[src/rtl/rf_pkg.sv]
// Shared register-file write-back types and constants.
package rf_pkg;
  localparam int RF_DATA_W   = 16;
  localparam int RF_ADDR_W   = 4;
  localparam int RF_NREGS    = 16;
  localparam int RF_ZERO_REG = 0;

  typedef struct packed {
    logic [RF_ADDR_W-1:0] addr;
    logic [RF_DATA_W-1:0] data;
  } wb_req;
endpackage

[src/rtl/rf_wq_fifo.sv]
// Small in-order write-back queue; exposes every slot's valid/addr for the pending scoreboard.
module rf_wq_fifo
  import rf_pkg::*;
#(
  parameter int DEPTH = 2
) (
  input  logic                              clk,
  input  logic                              rst_n,
  input  logic                              push_i,
  input  logic                              pop_i,
  input  wb_req                             din_i,
  output wb_req                             dout_o,
  output logic                              empty_o,
  output logic                              full_o,
  output logic [DEPTH-1:0]                  ent_vld_o,
  output logic [DEPTH-1:0][RF_ADDR_W-1:0]   ent_addr_o
);
  localparam int PW = (DEPTH > 1) ? $clog2(DEPTH) : 1;

  wb_req            mem_q [DEPTH];
  logic [DEPTH-1:0] vld_q;
  logic [PW-1:0]    wr_q, rd_q;
  logic             do_push, do_pop;

  function automatic logic [PW-1:0] ptr_inc(input logic [PW-1:0] p);
    return (p == PW'(DEPTH - 1)) ? '0 : p + 1'b1;
  endfunction

  assign empty_o = ~|vld_q;
  assign full_o  = &vld_q;
  // Guarded so push and pop can never target the same slot in one cycle.
  assign do_push = push_i & ~full_o;
  assign do_pop  = pop_i & ~empty_o;
  assign dout_o  = mem_q[rd_q];
  assign ent_vld_o = vld_q;

  always_comb begin
    for (int i = 0; i < DEPTH; i++) ent_addr_o[i] = mem_q[i].addr;
  end

  always_ff @(posedge clk or negedge rst_n) begin
    if (!rst_n) begin
      vld_q <= '0;
      wr_q  <= '0;
      rd_q  <= '0;
      for (int i = 0; i < DEPTH; i++) mem_q[i] <= '0;
    end else begin
      if (do_pop) begin
        vld_q[rd_q] <= 1'b0;
        rd_q        <= ptr_inc(rd_q);
      end
      if (do_push) begin
        vld_q[wr_q] <= 1'b1;
        mem_q[wr_q] <= din_i;
        wr_q        <= ptr_inc(wr_q);
      end
    end
  end
endmodule

[src/rtl/rf_write_arbiter.sv]
// Round-robin arbitration of ALU and load write-backs onto the single register-file write port.
module rf_write_arbiter
  import rf_pkg::*;
#(
  parameter int DATA_W = RF_DATA_W,
  parameter int ADDR_W = RF_ADDR_W,
  parameter int DEPTH  = 2
) (
  input  logic                clk,
  input  logic                nClear,
  input  logic                req0_valid,
  input  logic [ADDR_W-1:0]   req0_addr,
  input  logic [DATA_W-1:0]   req0_data,
  output logic                req0_ready,
  input  logic                req1_valid,
  input  logic [ADDR_W-1:0]   req1_addr,
  input  logic [DATA_W-1:0]   req1_data,
  output logic                req1_ready,
  output logic                load,
  output logic [ADDR_W-1:0]   Caddr,
  output logic [DATA_W-1:0]   C,
  output logic [RF_NREGS-1:0] pending,
  output logic                busy
);
  localparam int NREQ = 2;

  logic  [NREQ-1:0]                         vld_in, push, pop, empty, full;
  wb_req [NREQ-1:0]                         din, head;
  logic  [NREQ-1:0][DEPTH-1:0]              ent_vld;
  logic  [NREQ-1:0][DEPTH-1:0][ADDR_W-1:0]  ent_addr;

  logic              gnt_vld, gnt_idx;
  wb_req             gnt;
  logic              rr_last_q, rr_last_d;
  logic              load_q, load_d;
  logic [ADDR_W-1:0] caddr_q, caddr_d;
  logic [DATA_W-1:0] c_q, c_d;

  assign vld_in     = {req1_valid, req0_valid};
  assign din[0]     = {req0_addr, req0_data};
  assign din[1]     = {req1_addr, req1_data};
  // Ready is a pure function of queue state; a full queue popping this cycle still refuses.
  assign push       = vld_in & ~full;
  assign req0_ready = ~full[0];
  assign req1_ready = ~full[1];

  for (genvar g = 0; g < NREQ; g++) begin : g_q
    rf_wq_fifo #(.DEPTH(DEPTH)) u_q (
      .clk        (clk),
      .rst_n      (nClear),
      .push_i     (push[g]),
      .pop_i      (pop[g]),
      .din_i      (din[g]),
      .dout_o     (head[g]),
      .empty_o    (empty[g]),
      .full_o     (full[g]),
      .ent_vld_o  (ent_vld[g]),
      .ent_addr_o (ent_addr[g])
    );
  end

  // Heads come from registered state, so a same-cycle push is never eligible.
  always_comb begin
    gnt_vld   = ~&empty;
    gnt_idx   = (&(~empty)) ? ~rr_last_q : ~empty[1];
    pop       = gnt_vld ? (NREQ'(1) << gnt_idx) : '0;
    gnt       = head[gnt_idx];
    rr_last_d = gnt_vld ? gnt_idx : rr_last_q;
    load_d    = gnt_vld && (gnt.addr != ADDR_W'(RF_ZERO_REG));
    caddr_d   = load_d ? gnt.addr : caddr_q;
    c_d       = load_d ? gnt.data : c_q;
  end

  always_ff @(posedge clk or negedge nClear) begin
    if (!nClear) begin
      rr_last_q <= 1'b1;
      load_q    <= 1'b0;
      caddr_q   <= '0;
      c_q       <= '0;
    end else begin
      rr_last_q <= rr_last_d;
      load_q    <= load_d;
      caddr_q   <= caddr_d;
      c_q       <= c_d;
    end
  end

  assign load  = load_q;
  assign Caddr = caddr_q;
  assign C     = c_q;
  assign busy  = ~&empty | load_q;

  always_comb begin
    pending = '0;
    for (int i = 0; i < NREQ; i++)
      for (int j = 0; j < DEPTH; j++)
        if (ent_vld[i][j]) pending[ent_addr[i][j]] = 1'b1;
    if (load_q) pending[caddr_q] = 1'b1;
    pending[RF_ZERO_REG] = 1'b0;
  end
endmodule

[config.mk]
export PLATFORM = sky130hd
export DESIGN_NAME = rf_write_arbiter
export DESIGN_NICKNAME = d
export VERILOG_FILES = /design/src/rtl/rf_pkg.sv /design/src/rtl/rf_wq_fifo.sv /design/src/rtl/rf_write_arbiter.sv
export SDC_FILE = /design/constraint.sdc
export NUM_CORES = 1
export LEC_CHECK = 0
export CORE_MARGIN = 2
export CORE_UTILIZATION = 55
export DETAILED_ROUTE_END_ITERATION = 10
export PLACE_DENSITY = 0.85
export REMOVE_ABC_BUFFERS = 1
export SLEW_MARGIN = 30
export SYNTH_ARGS = -nofsm -noshare
export SYNTH_HDL_FRONTEND = slang
export SYNTH_SLANG_ARGS = --single-unit
[constraint.sdc]
create_clock -name clk -period 4.4 [get_ports clk]
set_input_delay 0.88 -clock clk [delete_from_list [all_inputs] [get_ports clk]]
set_output_delay 0.88 -clock clk [all_outputs]
set_load 0.02 [all_outputs]
==> impl_metrics.py, run 1 <==
metrics = {
    "synthesis": {
        "synth_area_leaders": "dfrtp_1, mux2_2, mux2i_1",
        "ys_seq_area_frac": 0.4893,
        "synth_cell_types": 47,
        "yosysWarnings": 0,
        "synthFlopType": "dfrtp_1",
        "yosys.cell_count.top_type": "dfrtp_1",
        "syn-mean-instance-area_um2": 12.45,
        "synth-seq-cells": 110,
        "ys_top_cells_by_count": "dfrtp_1, mux2_2, mux2i_1, nand2_1, buf_2",
        "async_flop_share": 1.000,
        "synth_edf_count": 0,
        "syn_area_um2": 5628,
        "yosysTopAreaCell": "dfrtp_1",
        "syn-instance-count": 452,
        "synth_top_area_share": 0.4847,
    },
    "critical_path": {
        "startpoint_type": "register",
        "worstPathCellList": "nand3_1 > nor3_1 > a31oi_1 > or4b_2 > clkdlybuf4s50_1",
        "worstSetupStartpoint": "Caddr[0]",
        "crit_fanout": 9,
        "cp.required_ns": 3.52,
        "crit_arrival_ns": 2.49,
        "path_class": "reg -> out",
        "reg2reg_from": "g_q[0].u_q.rd_q",
        "slowest_delay_ns": 0.61,
        "critPathSlowestCell": "or4b_2",
        "end_kind": "output pin",
    },
    "die": {
        "core_area_um2": 9864,
        "rows": 36,
        "die_area_um2": 11060,
        "die_y_um": 105.2,
        "start_util": 0.5705,
        "die_w_um": 105.2,
        "num_io_pins": 84,
    },
    "detailed_routing": {
        "drt-wirelength-per-cell_um": 20.25,
        "first_pass_iters": 4,
        "drt_iter0_drc": 201,
        "remaining_drc_errors": 0,
        "highest-signal-layer": "met4",
        "met2WireLength_mm": 6.747,
        "vias": 3952,
        "met1Wirelength_mm": 5.678,
        "viasPerCell": 6.006,
        "dr_wl_met3_um": 667,
        "ant_nets": 0,
        "totalWireLength_mm": 13.33,
    },
    "placed_design": {
        "post-dp-hpwl_mm": 9.529,
        "gp_congestion": 0.9345,
        "port_buffers": 82,
    },
    "power": {
        "p_leak_nw": 2.869,
        "p_per_area_nw_per_um2": 896.8,
        "p_total_mw": 6.054,
        "ir_drop_mv": 0.4921,
    },
    "clock_network": {
        "insertion_delay_ns": 0.37,
        "path_clk_slew_ns": 0.11,
        "cts_setup_buffers": 0,
        "cts-root-buf": "clkbuf_8",
        "postCtsHoldBufs": 0,
        "clockBufferDepth": 2,
        "htreeDepth": 3,
        "cts_made_buffers": 9,
        "cts_tree": "built",
        "cts.sinks": 110,
        "post_cts_resized": 0,
    },
    "layout": {
        "synthToLayoutAreaGrowth_pct": 19.96,
        "drive_above_1_share": 0.2629,
        "nFillCells": 729,
        "antenna_cells": 0,
        "final_nets": 564,
    },
    "grt": {
        "grt_max_degree": 54,
        "antenna_found_initial": 0,
        "overflow": 0,
        "grt_pass1_vias": 4165,
        "grt_first_pass_wirelength_mm": 21.78,
        "grt_usage": 0.2529,
    },
    "sta": {
        "max_freq_ghz": 0.2969,
        "maxSlewViolCount": 0,
        "setup_violations": 0,
        "grt_setup_unrepaired": "no",
        "tightest_slew_ns": 0.7545,
        "relSlewSlack": 0.4970,
        "finalSetupTns_ns": 0,
        "finalHoldViolations": 0,
        "clock_skew_ns": 0.01139,
        "min_period_ns": 3.369,
        "final.period_utilization": 0.7656,
    },
    "job": {
        "max_cap_violations": 0,
    },
    "status": {
        "outcome": "completed",
    },
    "worst_hold_path": {
        "hp-class": "reg -> reg",
        "hp-start": "rr_last_q",
    },
}
## per-stage QoR
| step | area [um^2] | hold slack (ns) | setup slack, ns | util | std cells |
|---|---|---|---|---|---|
| detailed placement | 6534 | 0.4935 | 1.463 | 0.6624 | 641 |
| CTS | 6736 | 0.5164 | 1.030 | 0.6829 | 657 |
| global placement | 6489 | 0.4876 | 1.407 | 0.6578 | 639 |
| floorplan | 5454 | 0.4713 | 1.928 | - | 419 |
| global route | 6751 | 0.5289 | 0.9213 | 0.6844 | 658 |
| finish | 6751 | 0.5120 | 1.031 | 0.6844 | 658 |
## cell type report
type / count / area (um^2) / share of cell area
flip-flops and latches: 110 / 2754 / 0.4079
multi-input cells: 306 / 2716 / 0.4023
repair buffers: 90 / 900.9 / 0.1334
well taps: 133 / 166.4 / 0.02465
clock buffers: 10 / 127.6 / 0.01890
clock inverters: 6 / 75.07 / 0.01112
inverters: 3 / 11.26 / 0.001668
## worst max-delay path: cells and delay by family (launching register included)
kind                   cells  cell delay (ns)
AND/OR/NAND/NOR            3             0.89
flip-flops                 1             0.50
buffers and inverters      1             0.56
AO/OA/AOI/OAI              1             0.17
## path summary, 6_finish.rpt
check	endpoint	slack, ns	cells after the start
setup / recovery	pending[3]	1.03	5
hold / removal	rr_last_q	0.51	2
setup reg to reg	C[10]	2.11	4
hold reg to reg	rr_last_q	0.51	2
max in group asynchronous	rr_last_q	2.98	2
min in group asynchronous	g_q[1].u_q.mem_q[21]	0.52	1
## kinds of logic (layout without fill, tap and decap cells)
| logic type | after synthesis | count (layout) | share of synthesized area |
|---|---|---|---|
| XOR/XNOR | 4 | 4 | 0.006224 |
| buffers and inverters | 36 | 109 | 0.03290 |
| AO/OA/AOI/OAI | 46 | 46 | 0.06203 |
| multiplexers | 159 | 159 | 0.3168 |
| other | 1 | 1 | 0.0006663 |
| flip-flops | 110 | 110 | 0.4893 |
| AND/OR/NAND/NOR | 96 | 96 | 0.09204 |
## state kept, by name, indices dropped and copies added (netlist names)
register            cells
g_q.u_q.ent_addr_o     16
g_q.u_q.ent_vld_o       4
rr_last_q               1
g_q.u_q.rd_q            2
load                    1
g_q.u_q.mem_q          64
C                      16
Caddr                   4
g_q.u_q.wr_q            2
## cell usage in the layout, fill, tap and decap left out, types with 8 or more instances in the layout
master / synthesis / final
mux2i_1: 60 / 60
clkbuf_8: 0 / 9
mux2_4: 18 / 18
nor2_1: 15 / 13
nand3_1: 10 / 8
o22ai_1: 11 / 11
nand2_1: 20 / 20
dfrtp_1: 109 / 109
nor3_1: 9 / 9
nand3b_1: 12 / 12
mux2_2: 81 / 81
clkdlybuf4s50_1: 0 / 81
nand2b_1: 10 / 10
## where the power goes
| group | switching (mW) | internal (mW) |
|---|---|---|
| Sequential | 0.575 | 1.55 |
| Clock | 0.353 | 0.274 |
| Combinational | 1.49 | 1.81 |
| Total | 2.42 | 3.64 |
## metal layers
layer / up-vias / global-route usage
met3: 20 / 0.05677
li1: 1782 / -
met2: 114 / 0.4123
met4: 0 / 0.07810
met1: 2036 / 0.3381
met5: - / 0
No activity file was read; power rests on OpenSTA's default activity.
==> inputs of run 2 (changes only) <==
- CORE_UTILIZATION: 55 -> 49
- PLACE_DENSITY: 0.85 -> 0.8
- clock period: 4.4 -> 2.7 ns (I/O delays scaled with it)
==> impl_metrics.py, run 2 (synthesis gave the netlist of run 1 again) <==
metrics = {
    "job": {
        "max_cap_violations": 0,
    },
    "critical_path": {
        "crit_arrival_ns": 2.10,
        "r2r_cells": 6,
        "slowest_delay_ns": 0.64,
        "path_class": "reg -> out",
        "end_kind": "output pin",
        "cp.required_ns": 2.16,
        "critPathSlowestCell": "clkdlybuf4s50_1",
        "worstPathCellList": "nand3b_1 > o22ai_1 > nor2_1 > o221ai_1 > clkdlybuf4s50_1",
        "crit_fanout": 7,
        "startpoint_type": "register",
    },
    "grt": {
        "grt_usage": 0.2354,
        "grt_first_pass_wirelength_mm": 22.87,
        "antenna_found_initial": 0,
        "grt_max_degree": 59,
        "overflow": 0,
        "grt_pass1_vias": 4223,
    },
    "clock_network": {
        "postCtsHoldBufs": 0,
        "path_clk_slew_ns": 0.07,
        "cts_made_buffers": 9,
        "clockBufferDepth": 2,
        "insertion_delay_ns": 0.35,
        "cts_tree": "built",
        "htreeDepth": 3,
        "cts.sinks": 110,
        "cts-root-buf": "clkbuf_16",
    },
    "die": {
        "core_area_um2": 11320,
        "die_w_um": 111.2,
        "start_util": 0.4971,
        "num_io_pins": 84,
        "die_y_um": 111.2,
        "die_area_um2": 12360,
        "rows": 39,
    },
    "layout": {
        "final_nets": 581,
        "final_util": 0.6211,
        "multiInputGateArea_um2": 2725,
        "nFillCells": 939,
        "drive_above_1_share": 0.3137,
        "fin_area_um2": 7032,
        "layoutNonFillerInstCount": 685,
        "seqCellArea_um2": 2769,
        "layout_common_cells": "dfrtp_1, mux2_2, clkdlybuf4s50_1",
        "largest_reg_flops": 64,
        "regMostFlops": "g_q.u_q.mem_q",
        "layout_commonest_cell": "dfrtp_1",
        "synthToLayoutAreaGrowth_pct": 24.94,
        "antenna_cells": 0,
    },
    "placed_design": {
        "dpl_cell_area_um2": 6701,
        "post-dp-hpwl_mm": 10.32,
        "dp_cells": 668,
        "pre_cts_ws_ns": 0.1448,
        "gp_congestion": 0.9445,
        "port_buffers": 82,
    },
    "detailed_routing": {
        "ant_nets": 0,
        "drt_iter0_drc": 150,
        "drt-wirelength-per-cell_um": 20.31,
        "viasPerCell": 5.745,
        "totalWireLength_mm": 13.91,
        "first_pass_iters": 4,
        "remaining_drc_errors": 0,
        "vias": 3935,
    },
    "sta": {
        "min_period_ns": 2.639,
        "relSlewSlack": 0.5180,
        "clock_skew_ns": 0.008305,
        "hold_slack_ns": 0.2489,
        "grt_setup_unrepaired": "no",
        "final.period_utilization": 0.9773,
        "tightest_slew_ns": 0.7230,
        "maxSlewViolCount": 0,
        "max_freq_ghz": 0.3790,
        "finalHoldViolations": 0,
        "setup_violations": 0,
        "setup_ws_ns": 0.06126,
        "finalSetupTns_ns": 0,
    },
    "power": {
        "p_leak_nw": 3.090,
        "p_per_area_nw_per_um2": 1462,
        "p_total_mw": 10.28,
        "ir_drop_mv": 0.7522,
    },
    "status": {
        "outcome": "completed",
    },
    "worst_hold_path": {
        "hp-class": "in -> async",
    },
}
[run 2: cell types whose count changed in the layout (fill, tap and decap cells not counted), moves of 2 or more]
cell | before | now
clkbuf_8 | 9 | 0
buf_4 | 6 | 21
buf_12 | 0 | 4
inv_8 | 2 | 0
dfrtp_2 | 0 | 12
clkdlybuf4s50_1 | 81 | 67
dlymetal6s2s_1 | 0 | 4
buf_8 | 3 | 1
clkinv_2 | 1 | 3
dfrtp_1 | 109 | 97
dlygate4sd2_1 | 0 | 9
clkbuf_16 | 0 | 9
[run 2: cell type report]
cell class	instances	area share
flip-flops and latches	110	0.3938
multi-input cells	306	0.3875
repair buffers	107	0.1504
well taps	143	0.02544
clock inverters	6	0.008719
inverters	3	0.001601
clock buffers	10	0.03256
[run 2: path summary, 6_finish.rpt]
| check | start | to | slack (ns) |
|---|---|---|---|
| setup / recovery | g_q[0].u_q.ent_addr_o[3] | pending[7] | 0.06 |
| hold / removal | nClear | C[1] | 0.25 |
| setup reg to reg | g_q[0].u_q.ent_addr_o[0] | C[10] | 0.65 |
| hold reg to reg | C[9] | C[9] | 0.51 |
| max in group asynchronous | nClear | C[15] | 1.79 |
| min in group clk | C[9] | C[9] | 0.51 |
[run 2: repair_timing]
item | CTS | global route
setup buffers | 1 | 0
setup endpoints to repair | 12 | 7
gates resized for setup | 19 | 14
[run 2: per-layer routing]
layer | vias up | track usage | routed length [um]
met2 | 113 | 0.3870 | 6721
met4 | 0 | 0.08807 | 431
li1 | 1813 | - | -
met5 | - | 0 | 0
met3 | 32 | 0.05850 | 653
met1 | 1977 | 0.3021 | 6106
[run 2: power breakdown]
group	leakage, nW	total (mW)	internal [mW]	switching (mW)
Combinational	1.66	5.61	3.00	2.61
Clock	0.143	1.30	0.718	0.586
Sequential	1.28	3.37	2.56	0.802
Total	3.09	10.3	6.29	3.99
[run 2: worst max-delay path: cells and delay by family (launching register included)]
kind	cells	cell delay [ns]
flip-flops	1	0.46
buffers and inverters	1	0.64
AND/OR/NAND/NOR	2	0.36
AO/OA/AOI/OAI	2	0.29
